## config.mk

```make
export PLATFORM = sky130hd
export DESIGN_NAME = sop_scheduler
export DESIGN_NICKNAME = d
export VERILOG_FILES = /design/src/rtl/sop_scheduler.sv
export SDC_FILE = /design/constraint.sdc
export NUM_CORES = 2
export LEC_CHECK = 0
export BUFFER_PORTS_ARGS = -buffer_cell sky130_fd_sc_hd__buf_2
export CAP_MARGIN = 15
export CORE_ASPECT_RATIO = 1.75
export CORE_UTILIZATION = 59
export DETAILED_ROUTE_END_ITERATION = 12
export PLACE_DENSITY = 0.82
export SYNTH_ARGS = -nofsm -noshare
export SYNTH_HDL_FRONTEND = slang
export SYNTH_SLANG_ARGS = --single-unit
```

## constraint.sdc

```tcl
create_clock -name clk -period 13.5 [get_ports clk]
set_input_delay 0 -clock clk [delete_from_list [all_inputs] [get_ports clk]]
set_output_delay 0 -clock clk [all_outputs]
set_load 0.03 [all_outputs]
```

## src/rtl/sop_scheduler.sv

```systemverilog
// sop_scheduler: computes i1*i2 + i3*i4 + i5*i6 + i7*i8 with one shared
// pipelined multiplier and one shared adder, sequenced by a small FSM.
// Optional build macro SOP_SATURATE_EN: when defined, products above 32 bits
// and accumulations that carry out clamp to 32'hFFFF_FFFF instead of wrapping.
module sop_scheduler #(
  parameter int MUL_LAT = 2
) (
  input  logic        clk,
  input  logic        rst,
  input  logic        start,
  input  logic [31:0] i1,
  input  logic [31:0] i2,
  input  logic [31:0] i3,
  input  logic [31:0] i4,
  input  logic [31:0] i5,
  input  logic [31:0] i6,
  input  logic [31:0] i7,
  input  logic [31:0] i8,
  output logic [31:0] result,
  output logic        done,
  output logic        busy
);

  typedef enum logic [1:0] {
    IDLE,
    MUL,
    ACC,
    DONE
  } state_t;

  localparam logic [3:0] CNT_INIT = 4'(MUL_LAT - 1);

  state_t      state_q, state_d;
  logic [1:0]  k_q, k_d;
  logic [3:0]  cnt_q, cnt_d;
  logic [31:0] acc_q, acc_d;
  logic [31:0] result_q, result_d;
  logic        done_q, done_d;
  logic        busy_q, busy_d;
  logic        ready_q;
  logic [31:0] ops_q [8];
  logic [31:0] pipe_q [MUL_LAT];

  logic [31:0] mulA, mulB, prodIn, accNext, prodOut;
  logic        accept;

  // A start is only honoured in IDLE and never on the first edge after reset.
  assign accept  = (state_q == IDLE) && start && ready_q;
  assign mulA    = ops_q[{k_q, 1'b0}];
  assign mulB    = ops_q[{k_q, 1'b1}];
  assign prodOut = pipe_q[MUL_LAT-1];

`ifdef SOP_SATURATE_EN
  logic [63:0] prodFull;
  logic [32:0] sumFull;
  assign prodFull = {32'd0, mulA} * {32'd0, mulB};
  assign prodIn   = (|prodFull[63:32]) ? 32'hFFFF_FFFF : prodFull[31:0];
  assign sumFull  = {1'b0, acc_q} + {1'b0, prodOut};
  assign accNext  = sumFull[32] ? 32'hFFFF_FFFF : sumFull[31:0];
`else
  assign prodIn  = mulA * mulB;
  assign accNext = acc_q + prodOut;
`endif

  // Blocks start during the edge immediately following reset release.
  always_ff @(posedge clk or posedge rst) begin
    if (rst) ready_q <= 1'b0;
    else     ready_q <= 1'b1;
  end

  // Operand capture on the accepted start so later input changes are ignored.
  always_ff @(posedge clk or posedge rst) begin
    if (rst) begin
      for (int j = 0; j < 8; j++) ops_q[j] <= 32'd0;
    end else if (accept) begin
      ops_q[0] <= i1;
      ops_q[1] <= i2;
      ops_q[2] <= i3;
      ops_q[3] <= i4;
      ops_q[4] <= i5;
      ops_q[5] <= i6;
      ops_q[6] <= i7;
      ops_q[7] <= i8;
    end
  end

  // Shared multiplier pipeline; the selected pair stays put for MUL_LAT cycles.
  always_ff @(posedge clk or posedge rst) begin
    if (rst) begin
      for (int j = 0; j < MUL_LAT; j++) pipe_q[j] <= 32'd0;
    end else begin
      pipe_q[0] <= prodIn;
      for (int j = 1; j < MUL_LAT; j++) pipe_q[j] <= pipe_q[j-1];
    end
  end

  // Controller state and datapath registers.
  always_ff @(posedge clk or posedge rst) begin
    if (rst) begin
      state_q  <= IDLE;
      k_q      <= 2'd0;
      cnt_q    <= 4'd0;
      acc_q    <= 32'd0;
      result_q <= 32'd0;
      done_q   <= 1'b0;
      busy_q   <= 1'b0;
    end else begin
      state_q  <= state_d;
      k_q      <= k_d;
      cnt_q    <= cnt_d;
      acc_q    <= acc_d;
      result_q <= result_d;
      done_q   <= done_d;
      busy_q   <= busy_d;
    end
  end

  // Next-state logic: MUL waits out the multiplier, ACC folds in one product.
  always_comb begin
    state_d  = state_q;
    k_d      = k_q;
    cnt_d    = cnt_q;
    acc_d    = acc_q;
    result_d = result_q;
    done_d   = 1'b0;
    busy_d   = busy_q;
    case (state_q)
      IDLE: begin
        if (accept) begin
          state_d = MUL;
          k_d     = 2'd0;
          acc_d   = 32'd0;
          cnt_d   = CNT_INIT;
          busy_d  = 1'b1;
        end
      end
      MUL: begin
        if (cnt_q == 4'd0) state_d = ACC;
        else               cnt_d   = cnt_q - 4'd1;
      end
      ACC: begin
        acc_d = accNext;
        if (k_q != 2'd3) begin
          k_d     = k_q + 2'd1;
          cnt_d   = CNT_INIT;
          state_d = MUL;
        end else begin
          state_d  = DONE;
          result_d = accNext;
          done_d   = 1'b1;
        end
      end
      DONE: begin
        state_d = IDLE;
        busy_d  = 1'b0;
      end
      default: state_d = IDLE;
    endcase
  end

  assign result = result_q;
  assign done   = done_q;
  assign busy   = busy_q;

endmodule

```

==> metrics.cfg <==
[outcome]
status = finished, violations left
violations = DRC

[clock_network]
cts_tree = built
cts_resized = 0
htreeDepth = 2
cts_sinks = 395
numCtsBuffers = 37
clk_pin_slew_ns = 0.07
insertion_delay_ns = 0.58
post-cts-setup-buffer-count = 0
clock_path_buffers = 3
root_buffer = clkbuf_16

[setup_path]
path_max_fanout = 53
path_class = flop to flop
cp-end-kind = flop
cp-start-kind = flop
worstPathRequired_ns = 13.97
cp.arrival_ns = 9.82

[grt]
grt_max_degree = 184
grt_pass1_wl_um = 167000
grt_overflow = 0
antenna_found_initial = 12
first_global_vias = 30500
grt_util_all_layers = 0.394

[cells_and_area]
nets = 4844
layout_commonest_cell = nand2_1
final_cell_mix = nand2_1, inv_1, fa_1
synthToLayoutAreaGrowth_pct = 17.6
final_layout_size_suffix_gt1_frac = 0.118

[sta]
tightestPinTransition_ns = 1.24
slew_headroom = 0.171
final-max-slew-violation-count = 0
max_freq_mhz = 107
setup_viol = 0
hold_viol_final = 0
fin_crit_ns = 9.35
fin_tns_setup_ns = 0
skew_ns = 0.0467
rsz0062_at_grt = false
period_share = 0.693

[placed_design]
port-buffer-count = 292
dp_hpwl_um = 68600
place_congestion = 1.06

[synthesis]
avgSynthCellArea_um2 = 9.19
syn_inst = 3554
syn_area_um2 = 32600
synthDistinctLibCells = 57
synth_edf_count = 0
ys_warn_count = 0
syn_nets = 4379
ys_seq_area_frac = 0.303
synth_seq_cells = 395
synthFlopType = dfrtp_1
async_flop_share = 1.00

[routing]
postRouteAntennaNets = 0
vias_per_cell = 5.95
routed-via-count = 28200
first_iter_violations = 2373
drt-total-wl_um = 108000
firstDrtPassIters = 11
detail_route.wl_per_cell_um = 22.7
drcViolationCount = 3

[floorplan]
dieArea_um2 = 56300
die_width_um = 180
die_h_um = 313
coreArea_um2 = 54400
io_pins = 293
row_count = 113
initial_core_util = 0.600

[job]
maxCapViolations = 0

[worst_hold_path]
hp-class = input pin to asynchronous set/reset pin

## cell families after synthesis
| logic type | Yosys count | share of synthesized area |
|---|---|---|
| flip-flops | 395 | 0.303 |
| AO/OA/AOI/OAI | 296 | 0.0556 |
| buffers and inverters | 570 | 0.0694 |
| adder cells (fa/ha/maj) | 566 | 0.311 |
| multiplexers | 105 | 0.0456 |
| XOR/XNOR | 119 | 0.0324 |
| other | 1 | 0.000115 |
| AND/OR/NAND/NOR | 1502 | 0.183 |
## critical path, stage by stage, from the launching register on
cell and delay, ns:
dfrtp_4 1.00, buf_4 0.65, buf_4 0.49, mux2_4 0.35, o21ai_1 0.78, nor2_1 0.12
fa_1 0.52, inv_1 0.05, fa_1 0.46, fa_1 0.49, inv_1 0.04, ha_1 0.27
ha_1 0.30, fa_1 0.45, fa_1 0.52, fa_1 0.42, ha_1 0.36, a21o_1 0.18
a21o_1 0.16, a21oi_1 0.22, o21bai_1 0.09, a21oi_1 0.13, o21ai_0 0.09, a21o_1 0.18
a31oi_1 0.34, o21ai_0 0.15, a21oi_1 0.19, xnor2_1 0.13
## through the flow
| step | cell area, µm² | hold WS, ns | util | instances | worst slack [ns] |
|---|---|---|---|---|---|
| 2_1_floorplan | 32600 | 0.105 | - | 3554 | 2.52 |
| 3_3_place_gp | 34600 | 0.191 | 0.635 | 4412 | 4.40 |
| 3_5_place_dp | 34600 | 0.192 | 0.635 | 4412 | 4.27 |
| 4_1_cts | 38400 | 0.140 | 0.705 | 4732 | 4.21 |
| 5_1_grt | 38400 | 0.176 | 0.705 | 4739 | 3.66 |
| 6_report | 38400 | 0.104 | 0.705 | 4739 | 4.15 |
## synthesized netlist by cell type (all sizes together) (2+ instances only)
cell type / instances / area share
mux2: 40 / 0.015
nor2: 244 / 0.028
xor2: 35 / 0.0098
o21a: 43 / 0.011
nand4: 5 / 0.00096
o21ai: 127 / 0.020
xnor2: 84 / 0.023
a21o: 28 / 0.0064
a211oi: 6 / 0.0014
nand2: 1107 / 0.13
a21oi: 54 / 0.0083
o21bai: 12 / 0.0028
o22ai: 2 / 0.00038
clkbuf: 128 / 0.015
inv: 413 / 0.047
nor2b: 8 / 0.0015
fa: 409 / 0.25
dfrtp: 395 / 0.30
and3: 2 / 0.00038
a31o: 3 / 0.00080
and2: 77 / 0.015
nor3: 8 / 0.0012
buf: 29 / 0.0071
a31oi: 9 / 0.0017
o211ai: 3 / 0.00069
ha: 157 / 0.060
mux4: 27 / 0.019
nand3: 34 / 0.0052
nand2b: 11 / 0.0021
or2: 2 / 0.00038
mux2i: 38 / 0.012
or3: 3 / 0.00057
a22o: 2 / 0.00054
## final cells by class
| type | instances | area (µm²) |
|---|---|---|
| clock inverter | 12 | 164 |
| inverter | 413 | 1560 |
| clock buffer | 50 | 1060 |
| fill | 3690 | 16000 |
| sequential | 395 | 9890 |
| multi-input combinational | 2589 | 20500 |
| antenna | 7 | 17.5 |
| timing repair buffer | 583 | 4300 |
| tap | 690 | 863 |
## flip-flops by register name (all words and copies together) (netlist names)
| name | flops |
|---|---|
| ops_q | 256 |
| acc_q | 32 |
| pipe_q | 32 |
| prodOut | 32 |
| result | 32 |
| cnt_q | 4 |
| k_q | 2 |
| state_q | 2 |
| busy | 1 |
| done | 1 |
| ready_q | 1 |
## worst paths after layout
| kind | start | endpoint | slack (ns) | cells past startpoint |
|---|---|---|---|---|
| setup / recovery | k_q[0] | pipe_q[62] | 4.15 | 27 |
| hold / removal | rst | busy | 0.10 | 3 |
| setup reg to reg | k_q[0] | pipe_q[62] | 4.15 | 27 |
| hold reg to reg | pipe_q[40] | prodOut[8] | 0.35 | 0 |
| max in group asynchronous | rst | ops_q[18] | 10.96 | 5 |
| min in group clk | i6[25] | ops_q[89] | 0.16 | 4 |
## layer usage
metal	up-vias	track usage	routed length [µm]
li1	11800	-	-
met1	13700	0.398	32900
met2	1919	0.654	51400
met3	735	0.106	10900
met4	12	0.384	12400
met5	-	0	79
## what timing repair did
action | 4_1_cts | 5_1_grt
hold buffers | 258 | 0
setup endpoints to repair | 0 | 0
endpoints found under the hold margin | 393 | 0
Power is not shown: default switching activity piles up to over one toggle a cycle in this logic, so the estimate is an artifact.
